### config.mk
export PLATFORM = sky130hd
export DESIGN_NAME = keypad_scanner
export DESIGN_NICKNAME = d
export VERILOG_FILES = /design/src/rtl/keypad_pkg.sv /design/src/rtl/sync_2ff.sv /design/src/rtl/keypad_scanner.sv
export SDC_FILE = /design/constraint.sdc
export NUM_CORES = 1
export LEC_CHECK = 0
export CAP_MARGIN = 20
export CORE_ASPECT_RATIO = 0.9
export CORE_MARGIN = 4
export CORE_UTILIZATION = 59
export CTS_CLUSTER_SIZE = 28
export DETAILED_ROUTE_END_ITERATION = 16
export GPL_TIMING_DRIVEN = 0
export PLACE_DENSITY = 0.83
export SLEW_MARGIN = 20
export SYNTH_ARGS = -nofsm -noshare
export SYNTH_HDL_FRONTEND = slang
export SYNTH_SLANG_ARGS = --single-unit
### constraint.sdc
create_clock -name clk -period 3.5 [get_ports clk]
set_input_delay 0.35 -clock clk [delete_from_list [all_inputs] [get_ports clk]]
set_output_delay 0.35 -clock clk [all_outputs]
set_load 0.02 [all_outputs]
### src/rtl/keypad_pkg.sv
// Shared types and constants for the 3x4 keypad scanner.
// Key codes are one-hot with bit index row*NCOL+col.
package keypad_pkg;
  localparam int NCOL = 3;
  localparam int NROW = 4;
  localparam int NKEY = NCOL * NROW;

  localparam logic [NKEY-1:0] KEY_1    = 12'h001;
  localparam logic [NKEY-1:0] KEY_2    = 12'h002;
  localparam logic [NKEY-1:0] KEY_3    = 12'h004;
  localparam logic [NKEY-1:0] KEY_4    = 12'h008;
  localparam logic [NKEY-1:0] KEY_5    = 12'h010;
  localparam logic [NKEY-1:0] KEY_6    = 12'h020;
  localparam logic [NKEY-1:0] KEY_7    = 12'h040;
  localparam logic [NKEY-1:0] KEY_8    = 12'h080;
  localparam logic [NKEY-1:0] KEY_9    = 12'h100;
  localparam logic [NKEY-1:0] KEY_STAR = 12'h200;
  localparam logic [NKEY-1:0] KEY_0    = 12'h400;
  localparam logic [NKEY-1:0] KEY_HASH = 12'h800;

  typedef enum logic [1:0] {S_IDLE, S_PRESS_DB, S_HELD, S_REL_DB} state_t;
  typedef enum logic [1:0] {C_NONE, C_ONE, C_MULTI} vec_class_t;

  function automatic vec_class_t classify(input logic [NKEY-1:0] v);
    if (v == '0)                  return C_NONE;
    else if ((v & (v - 1'b1)) == '0) return C_ONE;
    else                          return C_MULTI;
  endfunction

  // Active-low one-cold column drive for column index idx.
  function automatic logic [NCOL-1:0] col_drive(input logic [1:0] idx);
    return ~(3'b001 << idx);
  endfunction
endpackage

### src/rtl/sync_2ff.sv
// Two-flop synchronizer; resets to all-ones so idle pulled-up lines read as inactive.
module sync_2ff #(
  parameter int W = 1
) (
  input  logic         clk,
  input  logic         rst,
  input  logic [W-1:0] d,
  output logic [W-1:0] q
);
  logic [W-1:0] s1;

  always_ff @(posedge clk or negedge rst) begin
    if (!rst) begin
      s1 <= '1;
      q  <= '1;
    end else begin
      s1 <= d;
      q  <= s1;
    end
  end
endmodule

### src/rtl/keypad_scanner.sv
// 3x4 matrix keypad scanner: column drive, full-frame sampling, frame-level debounce,
// one strobe per accepted press with a held one-hot code.
module keypad_scanner
  import keypad_pkg::*;
#(
  parameter int SCAN_DIV        = 5000,
  parameter int DEBOUNCE_FRAMES = 4
) (
  input  logic            clk,
  input  logic            rst,
  input  logic [NROW-1:0] row_in,
  output logic [NCOL-1:0] col_out,
  output logic [NKEY-1:0] scan_data,
  output logic            valid,
  output logic            key_held
);
  localparam int SW = $clog2(SCAN_DIV);
  localparam int DW = $clog2(DEBOUNCE_FRAMES + 1);
  localparam logic [SW-1:0] SLOT_LAST = SW'(SCAN_DIV - 1);
  localparam logic [DW-1:0] DB_LAST   = DW'(DEBOUNCE_FRAMES - 1);
  localparam logic [DW-1:0] DB_MAX    = DW'(DEBOUNCE_FRAMES);

  logic [NROW-1:0] row_sync;
  logic [SW-1:0]   slot_cnt;
  logic [1:0]      col_idx;
  logic [NKEY-1:0] frame_vec, full_vec;
  logic            slot_end, frame_end;
  state_t          state;
  logic [DW-1:0]   db_cnt;
  logic [NKEY-1:0] cand;
  vec_class_t      cls;

  sync_2ff #(.W(NROW)) u_row_sync (
    .clk (clk),
    .rst (rst),
    .d   (row_in),
    .q   (row_sync)
  );

  assign slot_end  = (slot_cnt == SLOT_LAST);
  assign frame_end = slot_end && (col_idx == 2'd2);

  // Frame vector with the currently driven column's rows merged in.
  for (genvar r = 0; r < NROW; r++) begin : g_row
    for (genvar c = 0; c < NCOL; c++) begin : g_col
      assign full_vec[r*NCOL+c] = frame_vec[r*NCOL+c] |
                                  ((col_idx == 2'(c)) & ~row_sync[r]);
    end
  end

  assign cls = classify(full_vec);

  always_ff @(posedge clk or negedge rst) begin
    if (!rst) begin
      slot_cnt  <= '0;
      col_idx   <= '0;
      col_out   <= 3'b110;
      frame_vec <= '0;
    end else if (slot_end) begin
      slot_cnt  <= '0;
      col_idx   <= (col_idx == 2'd2) ? 2'd0 : col_idx + 2'd1;
      col_out   <= col_drive((col_idx == 2'd2) ? 2'd0 : col_idx + 2'd1);
      frame_vec <= frame_end ? '0 : full_vec;
    end else begin
      slot_cnt  <= slot_cnt + 1'b1;
    end
  end

  always_ff @(posedge clk or negedge rst) begin
    if (!rst) begin
      state     <= S_IDLE;
      db_cnt    <= '0;
      cand      <= '0;
      scan_data <= '0;
      valid     <= 1'b0;
      key_held  <= 1'b0;
    end else begin
      valid <= 1'b0;
      if (frame_end) begin
        unique case (state)
          S_IDLE: if (cls == C_ONE) begin
            cand <= full_vec;
            if (DEBOUNCE_FRAMES == 1) begin
              scan_data <= full_vec;
              valid     <= 1'b1;
              key_held  <= 1'b1;
              db_cnt    <= '0;
              state     <= S_HELD;
            end else begin
              db_cnt <= DW'(1);
              state  <= S_PRESS_DB;
            end
          end
          S_PRESS_DB: if (full_vec == cand) begin
            if (db_cnt >= DB_LAST) begin
              scan_data <= cand;
              valid     <= 1'b1;
              key_held  <= 1'b1;
              db_cnt    <= '0;
              state     <= S_HELD;
            end else if (db_cnt != DB_MAX) begin
              db_cnt <= db_cnt + 1'b1;
            end
          end else begin
            db_cnt <= '0;
            state  <= S_IDLE;
          end
          // A different key while held is deliberately ignored: no repeat strobe.
          S_HELD: if (cls == C_NONE) begin
            if (DEBOUNCE_FRAMES == 1) begin
              key_held <= 1'b0;
              db_cnt   <= '0;
              state    <= S_IDLE;
            end else begin
              db_cnt <= DW'(1);
              state  <= S_REL_DB;
            end
          end
          S_REL_DB: if (cls == C_NONE) begin
            if (db_cnt >= DB_LAST) begin
              key_held <= 1'b0;
              db_cnt   <= '0;
              state    <= S_IDLE;
            end else if (db_cnt != DB_MAX) begin
              db_cnt <= db_cnt + 1'b1;
            end
          end else begin
            db_cnt <= '0;
            state  <= S_HELD;
          end
          default: state <= S_IDLE;
        endcase
      end
    end
  end
endmodule

Word-level counts from Yosys, hierarchy flattened:

Cells that the tools add are included.

* bits in writable memories: 0
* ROM bits: 0
* logic and storage cells: 105
* memories kept: 0
* output and inout bits: 17
* latch bits: 0
* input port bits: 6
* register bits: 69

* magnitude comparators: 1
* bitwise logic cells: 30
* multiplexer cells: 28
* $add $sub $neg: 4
* eq/ne operators: 17
* multipliers: 0
* div/mod/pow operators: 0
* shift-type cells: 1
* reductions and logical operators: 12

Operators by type and width (count)
* 12-bit logical NOT: 2
* 2-bit 2-to-1 mux: 9
* 3-bit 2-to-1 mux: 6
* 13-bit by 1-bit adder with 13-bit output, second input constant: 1
* 13-bit == test, second input constant: 1
* 13-bit 2-to-1 mux: 1
* 1-bit AND: 12
* 12-bit AND: 1
* 12-bit == test: 1
* 12-bit 2-to-1 mux: 1
* 2-bit inequality test, second input constant: 6
* 1-bit OR: 12
* 3-bit case mux with 4 select lines: 1
* 12-bit by 1-bit subtractor with 12-bit output, second input constant: 1
* 3-bit inequality test, second input constant: 3
* 1-bit 2-to-1 mux: 8
* 2-bit case mux with 4 select lines: 1
* 2-bit by 1-bit == test with 1-bit output, second input constant: 3
* 2-bit == test, second input constant: 3
* 2-bit logical NOT: 3
* 3-bit AND reduction: 2
* 6-bit AND reduction: 1
* 5-bit AND reduction: 1
* 1-bit inverter: 4
* 9 further kinds: 9

Longest topological paths before layout:

Gate-level depths: netlist of the first run.

* depth in word-level cells: 11
* mapped depth: 11
* depth with buffers taken out: 8

Modules after synthesis:

Synthesis of the first run repeated with hierarchy kept, for this count alone.

* cell total of the unflattened synthesis: 338
* area total of the unflattened synthesis: 3548.4 µm²

By module, submodules not included
* keypad_scanner: cells each 330, seq. area each 1529.0 µm², instances 1, area an instance 3338.2 µm²
* sync_2ff: cells each 8, seq. area each 210.2 µm², instances 1, area an instance 210.2 µm²

Least setup slack after synthesis of the first run:

OpenSTA, ideal clock, no wires.

* kind: register to register
* from: reg col_idx[1]
* to: reg scan_data[0]
* cell stages (with the launch flop): 11
* slack: 0.549 ns
* required time: 3.372 ns
* clock period less this slack: 2.951 ns
* buffers on the path: 4
* setup time: 0.128 ns
* data arrival time: 2.823 ns
* path through: dfrtp_1 > buf_2 > buf_4 > buf_2 > nor3b_1 > or3_1 > a22o_1 > or4_4 > nor4_4 > buf_4 > mux2_1

* word-level cells in the longest chain between the ends: 5
* elaborated cells between the ends (all ways): 30
* classes of those cells: 3 x eq/ne; 24 x bitwise; 3 x reduce/logical

RTL lines
* from (decl): line keypad_scanner.sv:25 `logic [1:0] col_idx;`
* from (signal assigned): line keypad_scanner.sv:61 `col_idx <= (col_idx == 2'd2) ? 2'd0 : col_idx + 2'd1;`
* 2-bit by 1-bit == test with 1-bit output (tied with other cells): line keypad_scanner.sv:47 `((col_idx == 2'(c)) & ~row_sync[r]);`
* 1-bit AND: line keypad_scanner.sv:47
* 1-bit OR: line keypad_scanner.sv:46 `assign full_vec[r*NCOL+c] = frame_vec[r*NCOL+c] |`
* 12-bit == test: line keypad_scanner.sv:94 `S_PRESS_DB: if (full_vec == cand) begin`
* 4-bit AND reduction (no source line) (*)
* to (signal assigned): line keypad_scanner.sv:84 `scan_data <= full_vec;`
* to (signal assigned): line keypad_scanner.sv:96 `scan_data <= cand;`
* to (decl): line keypad_scanner.sv:13 `output logic [NKEY-1:0] scan_data,`

Mark *: on every way between the ends. The rest lies on a longest branch, timed or not.
A chain may end at the register's enable or synchronous reset.

Final worst setup path of the first run:

* from: reg col_idx[0]
* to: reg scan_data[6]

Same word-level chain as after synthesis.

==> impl_metrics.tcl, run 1 <==
set metrics [dict create \
    async_flop_share 1.00 \
    min_path_type "register to register" \
    yosysSeqAreaShare 0.494 \
    setup_viol 0 \
    relSlewSlack 0.436 \
    drt_iter0_markers 175 \
    synth_most_common_cell "dfrtp_1" \
    worst-setup-path-type "register to register" \
    post-route-drc-count 0 \
    synth_edf_count 0 \
    grt_pass1_vias 2744 \
    cap_viol_max_count 0 \
    cts_made_buffers 9 \
    port_buffers 22 \
    place_inst 435 \
    core_area_um2 5730 \
    synth-seq-cells 69 \
    die_width_um 89.4 \
    place_ws_ns 0.143 \
    power_mw 1.51 \
    cts.clk_slew.worst_paths_ns 0.08 \
    cpPeakStageDelay_ns 0.56 \
    fillCellCount 432 \
    synth_nets 352 \
    cp-end-kind "register" \
    min-delay-start "u_row_sync.s1[2]$_DFF_PN1_" \
    clkLatencyLatePin_ns 0.34 \
    ios 23 \
    status "completed" \
    crit_path_max_fanout 10 \
    cts_tree "yes" \
    final_nets 387 \
    place_area_um2 3850 \
    gp_congestion 0.913 \
    grt_pass1_wl_um 13500 \
    via_per_inst 5.98 \
    start_util 0.615 \
    syn-cell-area_um2 3520 \
    synthTopCellsByCount "59 x dfrtp_1, 32 x nor2_1, 20 x inv_1" \
    drive_above_1_share 0.134 \
    rsz0062_at_grt "no" \
    ctsHtreeMaxLevel 3 \
    r2r_start "col_idx[0]$_DFFE_PN0N_" \
    grt-ovfl-total 0 \
    yosys.area.top_type "dfrtp_1" \
    crit_start "col_idx[0]$_DFFE_PN0N_" \
    antenna_found_initial 0 \
    cts_root_buf "clkbuf_8" \
    peakVddDrop_uv 269 \
    grt.total_usage 0.245 \
    clock_path_buffers 2 \
    cts_sinks 69 \
    rows 26 \
    yosysTopAreaCellShare 0.419 \
    via_count 2702 \
    fin_crit_ns 3.27 \
    ant_nets 0 \
    synth.area.top_cells "dfrtp_1 42%, dfstp_2 7.5%, mux2_1 4.8%" \
    area.growth.synth_to_final_pct 15.6 \
    slew_violations 0 \
    power_density_nw_per_um2 371 \
    yosys_warnings 0 \
    finalNonFillerCells 452 \
    cp_common_cell "buf_2" \
    dp_hpwl_um 5800 \
    startpoint_type "register" \
    fmax_mhz 306 \
    fin_worst_skew_ns 0.00804 \
    worstMarginPinSlew_ns 0.839 \
    finalHoldViolations 0 \
    synth.avg_cell_area_um2 10.3 \
    crit_chain "buf_2, buf_2, clkbuf_4, nor3b_1, or3_1, a22o_1, or4_4, nor4_4, buf_4, mux2_1" \
    grt_max_degree 40 \
    synth_cells 342 \
    required_ns 3.72 \
    dr.pass1.iters 5 \
    fin_crit_sh 0.933 \
    wl_per_cell_um 17.5 \
    worst_slack_ns 0.233 \
    synth-main-ff-cell "dfrtp_1" \
    slowest_stage "or4_4" \
    dieArea_um2 7270 \
    synthDistinctLibCells 57 \
    stdcell_area_um2 4070 \
    die_h_um 81.3 \
    n_antenna_cell 0 \
    p_leak_nw 1.87 \
    drt_wl_total_um 7890 \
    worst-endpoint-arrival_ns 3.49 \
]
[cell usage in the layout, fill, tap and decap left out, types with 12 or more instances in the layout]
cell	instances
a21oi_1	12
clkdlybuf4s50_1	21
dfrtp_1	59
inv_1	20
mux2_1	15
nand2_1	14
nand3_1	15
nor2_1	32
nor3_1	14
o21ai_0	14
[final cells by class]
type / count / area, um2 / share of cell area
Sequential cell: 69 / 1740 / 0.427
Timing Repair Buffer: 24 / 248 / 0.0608
Buffer: 18 / 95.1 / 0.0234
Clock inverter: 6 / 62.6 / 0.0154
Inverter: 22 / 82.6 / 0.0203
Tap cell: 70 / 87.6 / 0.0215
Clock buffer: 10 / 138 / 0.0338
Multi-Input combinational cell: 233 / 1620 / 0.398
[registers in the layout (all words and copies together) (netlist names)]
name and flops:
frame_vec 12, db_cnt 3, u_row_sync.q 4, key_held 1, valid 1, col_idx 2
scan_data 12, cand 12, slot_cnt 13, state 2, u_row_sync.s1 4, col_out 3
[power breakdown]
| part | total [mW] | switching [mW] | internal (mW) |
|---|---|---|---|
| sequential | 0.810 | 0.00415 | 0.806 |
| clock | 0.645 | 0.299 | 0.347 |
| combinational | 0.0558 | 0.0362 | 0.0196 |
[path summary, 6_finish.rpt]
kind / endpoint / slack (ns) / depth (start not counted)
min: u_row_sync.q[2]$_DFF_PN1_ / 0.36 / 0
min reg2reg: u_row_sync.q[2]$_DFF_PN1_ / 0.36 / 0
min in group asynchronous: frame_vec[2]$_DFFE_PN0N_ / 0.47 / 2
max: scan_data[6]$_DFFE_PN0P_ / 0.23 / 10
max reg2reg: scan_data[6]$_DFFE_PN0P_ / 0.23 / 10
max in group asynchronous: u_row_sync.s1[1]$_DFF_PN1_ / 2.43 / 3
[stage by stage]
stage	setup TNS, ns	util	hold slack (ns)
detailed placement	0	0.672	0.311
global route	0	0.711	0.361
global placement	-7.70	0.669	0.345
finish	0	0.711	0.357
floorplan	0	-	0.0544
CTS	0	0.709	0.359
[critical path: cells and delay by family (launching register included)]
| kind | cells | cell delay [ns] |
|---|---|---|
| simple gates | 4 | 1.29 |
| buf+inv | 4 | 0.97 |
| mux | 1 | 0.34 |
| flops | 1 | 0.32 |
| compound gates | 1 | 0.24 |
[kinds of logic after synthesis]
group | Yosys count | synth area share
mux | 26 | 0.0806
simple gates | 120 | 0.188
flops | 69 | 0.494
buf+inv | 40 | 0.0497
compound gates | 68 | 0.136
xor+xnor | 15 | 0.0373
fa+ha+maj | 4 | 0.0142
[routing by layer]
layer,global-route usage,vias to the layer above,routed length [um]
li1,-,1290,-
met1,0.348,1326,3680
met2,0.371,70,3660
met3,0.0548,16,414
met4,0.0833,0,133
met5,0,-,0
[repair_timing]
action,CTS,global route
endpoints found under the hold margin,30,0
setup endpoints to repair,0,10
resized for setup,0,3
hold buffers,1,0
buffers inserted,0,0
Power figures use the tool's default switching activity.
==> run 2: changes to the inputs <==
--- a/config.mk
+++ b/config.mk
@@ -6,7 +6,6 @@
 export NUM_CORES = 1
 export LEC_CHECK = 0
 export CAP_MARGIN = 20
-export CORE_ASPECT_RATIO = 0.9
 export CORE_MARGIN = 4
 export CORE_UTILIZATION = 59
 export CTS_CLUSTER_SIZE = 28
==> run 2 against run 1 <==
Clock power is 9.5% higher; worst hold slack hardly changed; worst setup slack lost 0.092 ns; non-clock buffer count unchanged; total power rose by 4.0%; wire length about the same; count of clock-buffer cells in the layout stayed put; sequential share of layout area down 0.25 points; via count up 1.9%; clock skew up 0.0041 ns; core utilization is 1.5 points higher; critical path type unchanged; critical endpoint is now cand[10]$_DFFE_PN0P_; largest cell class unchanged.
==> impl_metrics.tcl, run 2 (synthesized netlist as in run 1, its figures left out) <==
set metrics [dict create \
    status "completed" \
    place_area_um2 3850 \
    min_path_type "register to register" \
    clock_path_buffers 2 \
    post-route-drc-count 0 \
    grt-ovfl-total 0 \
    cts_tree "yes" \
    crit_family "buffers and inverters" \
    cts.clk_slew.worst_paths_ns 0.07 \
    cpPeakStageDelay_ns 0.56 \
    largest_register_ffs 13 \
    clkLatencyLatePin_ns 0.35 \
    finalHoldViolations 0 \
    drt_wl_total_um 7890 \
    worst-endpoint-arrival_ns 3.59 \
    port_buffers 22 \
    fin_crit_sh 0.959 \
    core_area_um2 5640 \
    crit_buf_inv 4 \
    via_count 2754 \
    die_width_um 85.3 \
    fmax_mhz 298 \
    dp_hpwl_um 5550 \
    dieArea_um2 7270 \
    crit_path_max_fanout 10 \
    drive_above_1_share 0.134 \
    final_util 0.726 \
    p_leak_nw 1.87 \
    fin_crit_ns 3.36 \
    slew_violations 0 \
    gp_congestion 0.908 \
    cts_root_buf "clkbuf_8" \
    worst-setup-path-type "register to register" \
    drt_iter0_markers 307 \
    setup_viol 0 \
    slowest_stage "or4_1" \
    start_util 0.624 \
    startpoint_type "register" \
    n_antenna_cell 0 \
    antenna_found_initial 0 \
    grt.total_usage 0.240 \
    cts_sinks 69 \
    power_mw 1.57 \
    setup_tns_ns 0 \
    finalNonFillerCells 454 \
    ctsHtreeMaxLevel 3 \
    via_per_inst 6.07 \
    grt_max_degree 37 \
    layout_common_cells "59 x dfrtp_1, 32 x nor2_1, 21 x clkdlybuf4s50_1" \
    wl_per_cell_um 17.4 \
    dr.pass1.iters 5 \
    cap_viol_max_count 0 \
    place_inst 437 \
    fin_worst_skew_ns 0.0122 \
    cp-end-kind "register" \
    worstMarginPinSlew_ns 0.921 \
    final_nets 387 \
    crit_chain "clkbuf_1, inv_1, nor3_1, a2111oi_0, a221oi_1, o2111ai_2, or4_1, buf_2, buf_6, mux2_4" \
    cts_made_buffers 9 \
    relSlewSlack 0.380 \
    ant_nets 0 \
    layout_commonest_cell "dfrtp_1" \
    rows 27 \
    die_h_um 85.3 \
    required_ns 3.73 \
    peakVddDrop_uv 460 \
    grt_pass1_wl_um 13900 \
    rsz0062_at_grt "no" \
    power_density_nw_per_um2 384 \
    grt_pass1_vias 2817 \
    area.growth.synth_to_final_pct 16.3 \
    stdcell_area_um2 4100 \
    ios 23 \
    largest-register "slot_cnt" \
]
## run 2: changes by cell type in the layout (fill, tap and decap cells not counted), sizes merged
cell / previous run / this run
clkinvlp: 0 / 2
clkinv: 6 / 3
bufinv: 1 / 2
## run 2: final cells by class
class,instances,area (um2)
Buffer,18,95.1
Clock buffer,10,128
Fill cell,442,1550
Multi-Input combinational cell,233,1620
Sequential cell,69,1740
Clock inverter,6,88.8
Timing Repair Buffer,24,248
Inverter,22,82.6
Tap cell,72,90.1
## run 2: through the flow
step	hold WS [ns]	setup slack [ns]
finish	0.357	0.142
global route	0.361	0.0162
CTS	0.358	0.110
detailed placement	0.325	0.116
global placement	0.345	-0.0951
floorplan	0.0544	0.549
## run 2: repair_timing
action	4_1_cts	5_1_grt
setup buffers	0	0
hold buffers	1	0
gates resized for setup	0	5
endpoints found under the setup margin	0	11
hold endpoints to repair	23	0
## run 2: power breakdown
group / switching (mW) / internal, mW
sequential: 0.00382 / 0.805
combinational: 0.0370 / 0.0196
clock: 0.305 / 0.401
## run 2: per-layer routing
metal  wire (um)  up-vias  global-route usage  part of all wire
met3         506       20              0.0553             0.064
li1            -     1285                   -                 -
met4         179        0              0.0878             0.023
met1        3400     1337               0.315              0.43
met5           0        -                   0                 0
met2        3800      112               0.388              0.48
## run 2: worst paths after layout
| check | start | to | slack [ns] | cells after the start |
|---|---|---|---|---|
| max | u_row_sync.q[0]$_DFF_PN1_ | cand[10]$_DFFE_PN0P_ | 0.14 | 10 |
| min | u_row_sync.s1[1]$_DFF_PN1_ | u_row_sync.q[1]$_DFF_PN1_ | 0.36 | 0 |
| max reg2reg | u_row_sync.q[0]$_DFF_PN1_ | cand[10]$_DFFE_PN0P_ | 0.14 | 10 |
| min reg2reg | u_row_sync.s1[1]$_DFF_PN1_ | u_row_sync.q[1]$_DFF_PN1_ | 0.36 | 0 |
| max in group asynchronous | rst | cand[0]$_DFFE_PN0P_ | 2.48 | 3 |
| min in group asynchronous | rst | scan_data[2]$_DFFE_PN0P_ | 0.49 | 2 |
## run 2: worst register-to-register path, stage by stage (launching register included)
cell and delay, ns:
dfstp_2 0.52, clkbuf_1 0.41, inv_1 0.17, nor3_1 0.20, a2111oi_0 0.09, a221oi_1 0.39, o2111ai_2 0.27, or4_1 0.56
buf_2 0.18, buf_6 0.16, mux2_4 0.30
==> run 3: changes to the inputs <==
--- a/config.mk
+++ b/config.mk
@@ -8,7 +8,7 @@
 export CAP_MARGIN = 20
 export CORE_MARGIN = 4
 export CORE_UTILIZATION = 59
-export CTS_CLUSTER_SIZE = 28
+export CTS_CLUSTER_SIZE = 14
 export DETAILED_ROUTE_END_ITERATION = 16
 export GPL_TIMING_DRIVEN = 0
 export PLACE_DENSITY = 0.83
==> results of run 3 <==
Same layout as run 2: the final DEF is identical, and so are final timing and power.
